===== src/rtl/perm_pkg.sv =====
// ============================================================================
// Module : perm_pkg
// Brief  : Shared constants, FSM state type and descending-pattern helper
//          for the permutation engine.
// Rev    : 1.0
// ============================================================================
`default_nettype none

package perm_pkg;

  localparam int N     = 8;
  localparam int IDX_W = 3;
  localparam int CNT_W = 16;

  typedef enum logic [2:0] {
    ST_IDLE       = 3'd0,
    ST_FIND_PIVOT = 3'd1,
    ST_FIND_SUCC  = 3'd2,
    ST_SWAP       = 3'd3,
    ST_REVERSE    = 3'd4,
    ST_WRAP       = 3'd5,
    ST_VALID      = 3'd6
  } perm_state_t;

  // Symbol expected at position k of the fully descending permutation of n symbols.
  function automatic int desc_elem(input int n, input int k);
    return n - 1 - k;
  endfunction

endpackage

`default_nettype wire


===== src/rtl/perm_if.sv =====
// ============================================================================
// Module : perm_if
// Brief  : Step/read handshake between the controller (master) and the
//          permutation engine (slave).
// Rev    : 1.0
// ============================================================================
`default_nettype none

interface perm_if #(
  parameter int IDX_W = perm_pkg::IDX_W
) ();

  logic             step;
  logic [IDX_W-1:0] W;
  logic [IDX_W-1:0] perm_val;
  logic             permute_valid;
  logic             busy;
  logic             last;

  modport master (
    output step,
    output W,
    input  perm_val,
    input  permute_valid,
    input  busy,
    input  last
  );

  modport slave (
    input  step,
    input  W,
    output perm_val,
    output permute_valid,
    output busy,
    output last
  );

endinterface

`default_nettype wire


===== src/rtl/perm_regfile.sv =====
// ============================================================================
// Module : perm_regfile
// Brief  : N x IDX_W permutation storage: one read port, two compare ports,
//          a two-address swap write and a synchronous identity load.
// Rev    : 1.0
// ============================================================================
`default_nettype none

module perm_regfile
  import perm_pkg::*;
#(
  parameter int N     = perm_pkg::N,
  parameter int IDX_W = perm_pkg::IDX_W
) (
  input  wire logic             clk,
  input  wire logic             rst,
  input  wire logic             i_load_id,
  input  wire logic             i_swap_en,
  input  wire logic [IDX_W-1:0] i_swap_a,
  input  wire logic [IDX_W-1:0] i_swap_b,
  input  wire logic [IDX_W-1:0] i_rd_addr,
  output logic      [IDX_W-1:0] o_rd_data,
  input  wire logic [IDX_W-1:0] i_cmp_a_addr,
  output logic      [IDX_W-1:0] o_cmp_a_data,
  input  wire logic [IDX_W-1:0] i_cmp_b_addr,
  output logic      [IDX_W-1:0] o_cmp_b_data,
  output logic                  o_is_desc
);

  logic [IDX_W-1:0] r_perm [N];
  logic [N-1:0]     w_desc;

  always_ff @(posedge clk) begin
    for (int k = 0; k < N; k++) begin
      if (rst || i_load_id) begin
        r_perm[k] <= IDX_W'(k);
      end else if (i_swap_en && (i_swap_a == IDX_W'(k))) begin
        r_perm[k] <= r_perm[i_swap_b];
      end else if (i_swap_en && (i_swap_b == IDX_W'(k))) begin
        r_perm[k] <= r_perm[i_swap_a];
      end
    end
  end

  for (genvar k = 0; k < N; k++) begin : g_desc
    assign w_desc[k] = (r_perm[k] == IDX_W'(desc_elem(N, k)));
  end

  assign o_rd_data    = r_perm[i_rd_addr];
  assign o_cmp_a_data = r_perm[i_cmp_a_addr];
  assign o_cmp_b_data = r_perm[i_cmp_b_addr];
  assign o_is_desc    = &w_desc;

endmodule

`default_nettype wire


===== src/rtl/perm_engine.sv =====
// ============================================================================
// Module : perm_engine
// Brief  : Steps the held permutation to its lexicographic successor on
//          request. Optional build macro: PERM_CNT_EN (16-bit perm_cnt).
// Rev    : 1.0
// ============================================================================
`default_nettype none

module perm_engine
  import perm_pkg::*;
#(
  parameter int N     = perm_pkg::N,
  parameter int IDX_W = perm_pkg::IDX_W
) (
  input  wire logic             clk,
  input  wire logic             rst,
`ifdef PERM_CNT_EN
  output logic [CNT_W-1:0]      perm_cnt,
`endif
  perm_if.slave                 bus
);

  localparam logic [IDX_W-1:0] c_TOP   = IDX_W'(N - 1);
  localparam logic [IDX_W-1:0] c_START = IDX_W'(N - 2);

  perm_state_t      r_state, w_state_nxt;
  logic [IDX_W-1:0] r_i, r_j, r_pivot, r_lo, r_hi;
  logic [IDX_W-1:0] w_i_nxt, w_j_nxt, w_pivot_nxt, w_lo_nxt, w_hi_nxt;
  logic [IDX_W-1:0] w_cmp_a_addr, w_cmp_b_addr, w_cmp_a, w_cmp_b;
  logic [IDX_W-1:0] w_swap_a, w_swap_b;
  logic             w_swap_en, w_load_id, w_is_desc;
  logic             r_last;

  perm_regfile #(
    .N     (N),
    .IDX_W (IDX_W)
  ) u_regfile (
    .clk          (clk),
    .rst          (rst),
    .i_load_id    (w_load_id),
    .i_swap_en    (w_swap_en),
    .i_swap_a     (w_swap_a),
    .i_swap_b     (w_swap_b),
    .i_rd_addr    (bus.W),
    .o_rd_data    (bus.perm_val),
    .i_cmp_a_addr (w_cmp_a_addr),
    .o_cmp_a_data (w_cmp_a),
    .i_cmp_b_addr (w_cmp_b_addr),
    .o_cmp_b_data (w_cmp_b),
    .o_is_desc    (w_is_desc)
  );

  always_comb begin
    w_state_nxt  = r_state;
    w_i_nxt      = r_i;
    w_j_nxt      = r_j;
    w_pivot_nxt  = r_pivot;
    w_lo_nxt     = r_lo;
    w_hi_nxt     = r_hi;
    w_cmp_a_addr = r_i;
    w_cmp_b_addr = r_i + 1'b1;
    w_swap_en    = 1'b0;
    w_swap_a     = r_lo;
    w_swap_b     = r_hi;
    w_load_id    = 1'b0;

    case (r_state)
      ST_IDLE: begin
        if (bus.step) begin
          w_state_nxt = ST_FIND_PIVOT;
          w_i_nxt     = c_START;
        end
      end
      ST_FIND_PIVOT: begin
        if (w_cmp_a < w_cmp_b) begin
          w_pivot_nxt = r_i;
          w_j_nxt     = c_TOP;
          w_state_nxt = ST_FIND_SUCC;
        end else if (r_i == '0) begin
          w_state_nxt = ST_WRAP;
        end else begin
          w_i_nxt = r_i - 1'b1;
        end
      end
      ST_FIND_SUCC: begin
        // Scanning down from the top guarantees the smallest larger successor.
        w_cmp_a_addr = r_j;
        w_cmp_b_addr = r_pivot;
        if (w_cmp_a > w_cmp_b) begin
          w_state_nxt = ST_SWAP;
        end else begin
          w_j_nxt = r_j - 1'b1;
        end
      end
      ST_SWAP: begin
        w_swap_en   = 1'b1;
        w_swap_a    = r_pivot;
        w_swap_b    = r_j;
        w_lo_nxt    = r_pivot + 1'b1;
        w_hi_nxt    = c_TOP;
        w_state_nxt = ST_REVERSE;
      end
      ST_REVERSE: begin
        if (r_lo < r_hi) begin
          w_swap_en = 1'b1;
          w_lo_nxt  = r_lo + 1'b1;
          w_hi_nxt  = r_hi - 1'b1;
        end else begin
          w_state_nxt = ST_VALID;
        end
      end
      ST_WRAP: begin
        w_load_id   = 1'b1;
        w_state_nxt = ST_VALID;
      end
      ST_VALID: begin
        w_state_nxt = ST_IDLE;
      end
      default: begin
        w_state_nxt = ST_IDLE;
      end
    endcase
  end

  always_ff @(posedge clk) begin
    if (rst) begin
      r_state <= ST_IDLE;
      r_i     <= '0;
      r_j     <= '0;
      r_pivot <= '0;
      r_lo    <= '0;
      r_hi    <= '0;
      r_last  <= 1'b0;
    end else begin
      r_state <= w_state_nxt;
      r_i     <= w_i_nxt;
      r_j     <= w_j_nxt;
      r_pivot <= w_pivot_nxt;
      r_lo    <= w_lo_nxt;
      r_hi    <= w_hi_nxt;
      if (r_state == ST_VALID) begin
        r_last <= w_is_desc;
      end
    end
  end

  assign bus.busy          = (r_state != ST_IDLE);
  assign bus.permute_valid = (r_state == ST_VALID);
  assign bus.last          = r_last;

`ifdef PERM_CNT_EN
  logic [CNT_W-1:0] r_perm_cnt;
  logic             r_after_wrap;

  // The cycle before VALID tells whether this step wrapped back to identity.
  always_ff @(posedge clk) begin
    if (rst) begin
      r_perm_cnt   <= '0;
      r_after_wrap <= 1'b0;
    end else begin
      r_after_wrap <= (r_state == ST_WRAP);
      if (r_state == ST_VALID) begin
        r_perm_cnt <= r_after_wrap ? '0 : r_perm_cnt + 1'b1;
      end
    end
  end

  assign perm_cnt = r_perm_cnt;
`endif

endmodule

`default_nettype wire

===== src/flat_wrapper.sv =====
// flat-port wrapper written by rule: the top's interface ports become plain ports
module perm_engine_flat import perm_pkg::*;
#(
  parameter int N     = perm_pkg::N,
  parameter int IDX_W = perm_pkg::IDX_W
)
  (clk, rst, bus_step, bus_W, bus_perm_val, bus_permute_valid, bus_busy, bus_last);
  perm_if #(.IDX_W(IDX_W)) bus_i ();
  input  wire logic clk;
  input  wire logic rst;
  input wire logic [$bits(bus_i.step)-1:0] bus_step;
  input wire logic [$bits(bus_i.W)-1:0] bus_W;
  output wire logic [$bits(bus_i.perm_val)-1:0] bus_perm_val;
  output wire logic [$bits(bus_i.permute_valid)-1:0] bus_permute_valid;
  output wire logic [$bits(bus_i.busy)-1:0] bus_busy;
  output wire logic [$bits(bus_i.last)-1:0] bus_last;
  assign bus_i.step = bus_step;
  assign bus_i.W = bus_W;
  assign bus_perm_val = bus_i.perm_val;
  assign bus_permute_valid = bus_i.permute_valid;
  assign bus_busy = bus_i.busy;
  assign bus_last = bus_i.last;
  perm_engine #(.N(N), .IDX_W(IDX_W)) u_core (.clk(clk), .rst(rst), .bus(bus_i));
endmodule

===== config.mk =====
export PLATFORM = sky130hd
export DESIGN_NAME = perm_engine_flat
export DESIGN_NICKNAME = d
export VERILOG_FILES = /design/src/rtl/perm_pkg.sv /design/src/rtl/perm_if.sv /design/src/rtl/perm_regfile.sv /design/src/rtl/perm_engine.sv /design/src/flat_wrapper.sv
export SDC_FILE = /design/constraint.sdc
export NUM_CORES = 1
export LEC_CHECK = 0
export CAP_MARGIN = 25
export CORE_MARGIN = 5
export CORE_UTILIZATION = 50
export CTS_CLUSTER_SIZE = 20
export DETAILED_ROUTE_END_ITERATION = 10
export HOLD_SLACK_MARGIN = 0.08
export PLACE_DENSITY = 0.67
export SLEW_MARGIN = 5
export SYNTH_ARGS = -nofsm -noshare
export SYNTH_HDL_FRONTEND = slang
export SYNTH_HIERARCHICAL = 1
export SYNTH_SLANG_ARGS = --single-unit
export TNS_END_PERCENT = 100

===== constraint.sdc =====
create_clock -name clk -period 3.9 [get_ports clk]
set_input_delay 1.17 -clock clk [delete_from_list [all_inputs] [get_ports clk]]
set_output_delay 1.17 -clock clk [all_outputs]
set_load 0.01 [all_outputs]

==> flow_summary_export.csv, run 1 <==
group,metric,value,unit
floorplan,die_area,9260,sq um
floorplan,fp.dieH,96.2,um
logic_synthesis,ys_ff_latch,43,
power,p_leak,1.28,nW
critical_path,cp-end-kind,"output pin",
global_route,antenna_found_initial,0,
global_route,grt_pass1_wl,15.6,mm
floorplan,fp.dieW,96.2,um
logic_synthesis,syn_area_per_cell,11.1,sq um
logic_synthesis,yosysSeqAreaShare,29.6,%
critical_path,worst_r2r_startpoint,"u_core/r_state[0]",
global_route,grt_max_degree,23,
logic_synthesis,synth_compound_area_share,17.8,%
power,peakVddDrop,218,uV
layout,area.growth.synth_to_final,9.32,%
hold_path,hold_class,"reg2reg",
logic_synthesis,synth_xor_area_share,0.236,%
critical_path,arrival,2.58,ns
logic_synthesis,synth_edf_count,24,
logic_synthesis,synthMuxAreaShare,27.8,%
logic_synthesis,syn-cell-area,3720,sq um
cts,clock_sink_count,43,
layout,finish.utilization,56.0,%
routing,drcViolationCount,0,
global_route,grt_pass1_vias,2908,
logic_synthesis,synthCells,335,
hold_path,min_from,"u_core/bus.last",
critical_path,cp_data_required_time,2.73,ns
cts,clk_path_buf_depth,2,
power,comb_power_share,57.6,%
power,intPower,0.00138,W
sta,period_share,96.2,%
logic_synthesis,synth.distinct_cells,66,
cts,clk_pin_slew_worst_paths,0.08,ns
routing,vias,3110,
power,seqPwrFrac,26.7,%
power,power.total,0.00235,W
layout,layout-drive-gt1-share,22.6,%
routing,first_pass_iters,5,
critical_path,cp-start-kind,"input pin",
sta,fin_crit,3.75,ns
critical_path,startpoint,"bus_W[0]",
logic_synthesis,synth_top_family_by_area,"multiplexers",
routing,wl_per_cell,21.7,um
critical_path,cp_max_fo,6,
power,p_clk_share,15.7,%
sta,max_freq,266,MHz
cts,cts_buffers,5,
sta,hold_violations,0,
floorplan,initial_utilization,51.3,%
power,power.density,577,nW/um^2
logic_synthesis,yosys_most_used_dff,"edfxtp_1",
floorplan,core-area,7250,sq um
layout,final_common_cell,"mux4_2",
critical_path,r2r_cells,10,
power,net-switching-power,0.000968,W
sta,tightest_slew,0.846,ns
logic_synthesis,synth_simple_gate_area_share,16.2,%
layout,mostFrequentLayoutCells,"mux4_2, nand2_1, edfxtp_1",
routing,drtIter0Drc,250,
cts,cts_tree,"yes",
placement,port_buffers,11,
logic_synthesis,synth_fp_nets,352,
sta,finalMaxSlewViolations,0,
floorplan,ios,12,
layout,nNetsFinal,361,
global_route,grtUsageTotal,22.1,%
logic_synthesis,ys_warn_count,6,
power,p_sw_share,41.3,%
hold_path,holdPathStages,2,
cts,cts_max_level,2,
sta,setup_viol,0,
sta,slew_headroom,43.4,%
cts,clock-root-buffer,"clkbuf_8",
job,cap_violations,0,
routing,viasPerCell,7.00,
outcome,status,"complete, no violations",
routing,routed_wl,9.64,mm
cts,clkLatencyLatePin,0.30,ns
sta,fin_worst_skew,0.0101,ns
global_route,gr-total-overflow,0,
sta,setup_tns,0,ns
critical_path,crit_type,"in2out",
placement,gp_congestion,0.904,
floorplan,fp-row-count,31,
placement,hpwl,6.81,mm
logic_synthesis,postSynth.asyncResetShare,0,%
layout,diodes,0,
logic_synthesis,synthAdderAreaFrac,3.70,%
sta,rsz0062_at_grt,"no",
routing,ant_nets,0,
## cell families after synthesis
family	count (synthesis)
compound gates	86
xor+xnor	1
fa+ha+maj	11
buf+inv	36
flops	43
mux	55
simple gates	103
## power by group through the flow
stage,Sequential [W],Clock [W],Combinational [W]
2_1_floorplan,0.000613,0,0.00104
3_3_place_gp,0.000633,0,0.00133
3_5_place_dp,0.000636,0,0.00135
4_1_cts,0.000625,0.000374,0.00135
5_1_grt,0.000636,0.000392,0.00147
6_report,0.000627,0.000367,0.00135
## timing repair
action                                  4_1_cts  5_1_grt
endpoints found under the setup margin        3        1
pin swaps                                     0        0
buffers inserted                              0        0
hold endpoints to repair                      0        0
resized for setup                             4        1
hold buffers                                  0        0
## final timing paths
check / slack, ns / end
max reg2reg: 0.46 / u_core/r_i[0]
min: 0.51 / u_core/bus.last
max: 0.15 / bus_perm_val[1]
min reg2reg: 0.51 / u_core/bus.last
## through the flow
stage / instance area [sq um] / hold slack [ns] / worst slack [ns] / cells
3_5_place_dp: 3940 / 0.498 / -0.325 / 436
4_1_cts: 4060 / 0.518 / 0.0382 / 444
6_report: 4070 / 0.509 / 0.146 / 444
5_1_grt: 4070 / 0.545 / 0.106 / 444
3_3_place_gp: 3940 / 0.477 / -0.308 / 436
2_1_floorplan: 3720 / 0.460 / 0.327 / 335
## registers in the layout (all words and copies together), names as in the netlist
name and flops:
u_core/u_regfile/r_perm 24, u_core/r_hi 3, u_core/r_i 3, u_core/r_j 3, u_core/r_lo 3, u_core/r_pivot 3, u_core/r_state 3, u_core/bus.last 1
## routing by layer
| metal | share of wire (%) | global-route usage, % | vias to the layer above | routed length [um] |
|---|---|---|---|---|
| li1 | - | - | 1381 | - |
| met1 | 42 | 31.5 | 1528 | 4090 |
| met2 | 47 | 34.7 | 176 | 4530 |
| met3 | 8.4 | 2.42 | 25 | 808 |
| met4 | 2.2 | 8.18 | 0 | 214 |
| met5 | 0 | 0 | - | 0 |
## synth_stat cells, types with 3 or more instances
cell type | n | share of area, %
buf_6 | 3 | 0.91
o22ai_1 | 10 | 1.7
a21oi_1 | 7 | 0.94
a211o_1 | 3 | 0.71
mux2_2 | 13 | 3.9
dfxtp_1 | 19 | 10
nor4bb_1 | 3 | 0.81
mux2i_4 | 6 | 3.6
nor3_1 | 12 | 1.6
clkbuf_1 | 7 | 0.71
mux4_1 | 4 | 2.8
nor4_1 | 3 | 0.50
nor2_1 | 17 | 1.7
nor2b_1 | 6 | 1.0
inv_1 | 13 | 1.3
nand2_1 | 24 | 2.4
nand2b_1 | 5 | 0.84
nand3_1 | 4 | 0.54
ha_1 | 11 | 3.7
nand3b_1 | 5 | 1.0
a211oi_1 | 8 | 1.6
mux4_2 | 26 | 16
mux2i_1 | 6 | 1.6
a22oi_1 | 13 | 2.6
buf_2 | 11 | 1.5
or3_1 | 3 | 0.50
o21ai_0 | 9 | 1.2
o21ai_1 | 6 | 0.81
edfxtp_1 | 24 | 19
and3_1 | 4 | 0.67
o22a_1 | 3 | 0.71
## layout make-up
class | count | area (sq um)
fillers | 631 | 3190
multi-input cells | 256 | 2440
flip-flops and latches | 43 | 1100
repair buffers | 25 | 225
clock buffers | 8 | 124
well taps | 99 | 124
inverters | 13 | 48.8
## critical path, cell delays in order
cell	delay, ns
dlygate4sd2_1	0.24
buf_12	0.13
mux4_2	0.49
mux2_2	0.27
dlygate4sd2_1	0.28
Note: power is estimated with default switching activity, not from simulation.
==> run 2: changes to the inputs <==
CAP_MARGIN = 15   (was 25)
==> results of run 2 <==
The final DEF is identical to that of run 1; final timing and power are the same.
==> run 3: changes to the inputs <==
clock period = 4 ns   (was 3.9 ns; I/O delays follow)
==> flow_summary_export.csv, run 3 (synthesis results as in run 1) <==
group,metric,value,unit
outcome,status,"complete, no violations",
global_route,gr-total-overflow,0,
cts,clock_sink_count,43,
critical_path,max_stage_delay,0.62,ns
placement,postPlaceCellArea,3940,sq um
floorplan,die_area,9260,sq um
routing,vias,3022,
floorplan,ios,12,
routing,first_pass_iters,5,
routing,drcViolationCount,0,
sta,finalMaxSlewViolations,0,
layout,final_area,4020,sq um
floorplan,initial_utilization,51.3,%
power,peakVddDrop,186,uV
sta,fin_worst_skew,0.00821,ns
power,p_leak,1.24,nW
layout,mostFrequentLayoutCells,"mux4_2, nand2_1, edfxtp_1",
power,p_clk_share,12.3,%
placement,hpwl,6.75,mm
cts,cts_max_level,2,
global_route,antenna_found_initial,0,
layout,area.growth.synth_to_final,8.21,%
global_route,grt_pass1_wl,15.6,mm
routing,ant_nets,0,
critical_path,crit_type,"in2out",
routing,routed_wl,9.37,mm
cts,post_cts_buffers,0,
critical_path,cp-start-kind,"input pin",
sta,period_share,98.2,%
cts,cts_buffers,5,
cts,clock-root-buffer,"clkbuf_8",
placement,port_buffers,11,
critical_path,path_cells,"clkdlybuf4s50_1 > mux4_2 > mux2_2 > dlygate4sd2_1",
cts,clk_pin_slew_worst_paths,0.08,ns
power,seqPwrFrac,27.7,%
critical_path,r2r_cells,10,
layout,diodes,0,
critical_path,r2r-end,"u_core/r_state[0]",
critical_path,crit_cells,4,
critical_path,critical_path.top_delay_family,"buffers and inverters",
sta,tightest_slew,0.869,ns
cts,cts_tree,"yes",
job,cap_violations,0,
global_route,grt_max_degree,21,
layout,nNetsFinal,361,
routing,drtIter0Drc,238,
floorplan,fp.dieH,96.2,um
global_route,grt_pass1_vias,2934,
critical_path,cp_data_required_time,2.80,ns
sta,max_freq,255,MHz
placement,pre_cts_slack,-0.290,ns
critical_path,startpoint,"bus_W[1]",
sta,hold_violations,0,
critical_path,arrival,2.73,ns
sta,slew_headroom,41.7,%
power,net-switching-power,0.000940,W
floorplan,core-area,7250,sq um
global_route,grt_util_met1,31.5,%
layout,final_common_cell,"mux4_2",
hold_path,hold_class,"reg2reg",
layout,largest_register,"u_core/u_regfile/r_perm",
floorplan,fp.dieW,96.2,um
cts,cts-hold-fix-buffers,0,
global_route,grtUsageMet3,3.21,%
critical_path,cp_max_fo,6,
placement,gp_congestion,0.874,
global_route,busiest_layer,"met2",
power,intPower,0.00126,W
routing,viasPerCell,6.81,
critical_path,cp-end-kind,"output pin",
power,power.density,548,nW/um^2
critical_path,endpoint,"bus_perm_val[1]",
sta,fin_crit,3.93,ns
critical_path,critical_path.slowest_cell,"clkdlybuf4s50_1",
global_route,grt_use_met2,33.2,%
sta,setup_viol,0,
floorplan,fp-row-count,31,
critical_path,path_buf_inv,2,
critical_path,r2r_slack,0.53,ns
cts,clkLatencyLatePin,0.30,ns
layout,layout-drive-gt1-share,22.3,%
routing,wl_per_cell,21.1,um
sta,worst_slack,0.0737,ns
critical_path,worst_r2r_startpoint,"u_core/r_state[0]",
global_route,grtUsageTotal,21.8,%
layout,largest_register_ffs,24,
power,p_sw_share,42.7,%
sta,rsz0062_at_grt,"no",
cts,clk_path_buf_depth,2,
power,comb_power_share,60.1,%
## run 3: cell types whose count changed in the layout (fill, tap and decap cells not counted)
cell | previous run | this run
clkinvlp_4 | 0 | 1
clkbuf_2 | 1 | 0
clkbuf_1 | 0 | 1
dlymetal6s2s_1 | 1 | 0
clkinv_2 | 0 | 1
clkbuf_16 | 2 | 0
clkdlybuf4s50_1 | 6 | 7
## run 3: layout make-up
cell class | instances | area (sq um)
Sequential cell | 43 | 1100
Timing Repair Buffer | 25 | 223
Clock buffer | 6 | 72.6
Tap cell | 99 | 124
Clock inverter | 2 | 12.5
Multi-Input combinational cell | 256 | 2440
Fill cell | 644 | 3230
Inverter | 13 | 48.8
## run 3: how the worst min path moves through the flow
stage | start | to | slack [ns] | depth (start not counted)
floorplan | u_core/r_j[0] | u_core/r_j[0] | 0.46 | 1
global placement | u_core/bus.last | u_core/bus.last | 0.48 | 2
detailed placement | u_core/bus.last | u_core/bus.last | 0.50 | 2
CTS | u_core/bus.last | u_core/bus.last | 0.52 | 2
global route | u_core/r_j[0] | u_core/r_j[0] | 0.55 | 1
finish | u_core/bus.last | u_core/bus.last | 0.51 | 2
## run 3: stage by stage
step | TNS [ns] | cells | total power, W | utilization [%] | hold WS, ns
after floorplan | 0 | 335 | 0.00161 | - | 0.460
after global placement | -0.782 | 436 | 0.00191 | 54.4 | 0.477
after detailed placement | -0.849 | 436 | 0.00193 | 54.4 | 0.501
after CTS | 0 | 444 | 0.00221 | 55.5 | 0.520
after global routing | 0 | 444 | 0.00236 | 55.5 | 0.548
final | 0 | 444 | 0.00220 | 55.5 | 0.508
## run 3: metal layers
| metal | wire length (um) | share of wire (%) |
|---|---|---|
| met2 | 4340 | 46 |
| met1 | 3940 | 42 |
| met5 | 0 | 0 |
| met3 | 902 | 9.6 |
| met4 | 191 | 2.0 |
## run 3: what timing repair did
action | 4_1_cts | 5_1_grt
endpoints found under the setup margin | 3 | 0
endpoints found under the hold margin | 0 | 0
gates resized for setup | 4 | 0
## run 3: power by group through the flow
| stage | Sequential, W | Clock [W] | Combinational, W |
|---|---|---|---|
| global placement | 0.000616 | 0 | 0.00129 |
| detailed placement | 0.000619 | 0 | 0.00132 |
| finish | 0.000610 | 0.000271 | 0.00132 |
| floorplan | 0.000598 | 0 | 0.00101 |
| global route | 0.000617 | 0.000294 | 0.00145 |
| CTS | 0.000608 | 0.000279 | 0.00132 |
## run 3: worst register-to-register path, stage by stage, from the launching register on
cell and delay (ns):
dfxtp_1 0.32, or3b_1 0.50, nand2_1 0.14, o21a_1 0.37, mux4_2 0.56, mux2_2 0.28
ha_1 0.17, nand3b_1 0.31, nand2_1 0.23, or3b_2 0.46, o31ai_1 0.07
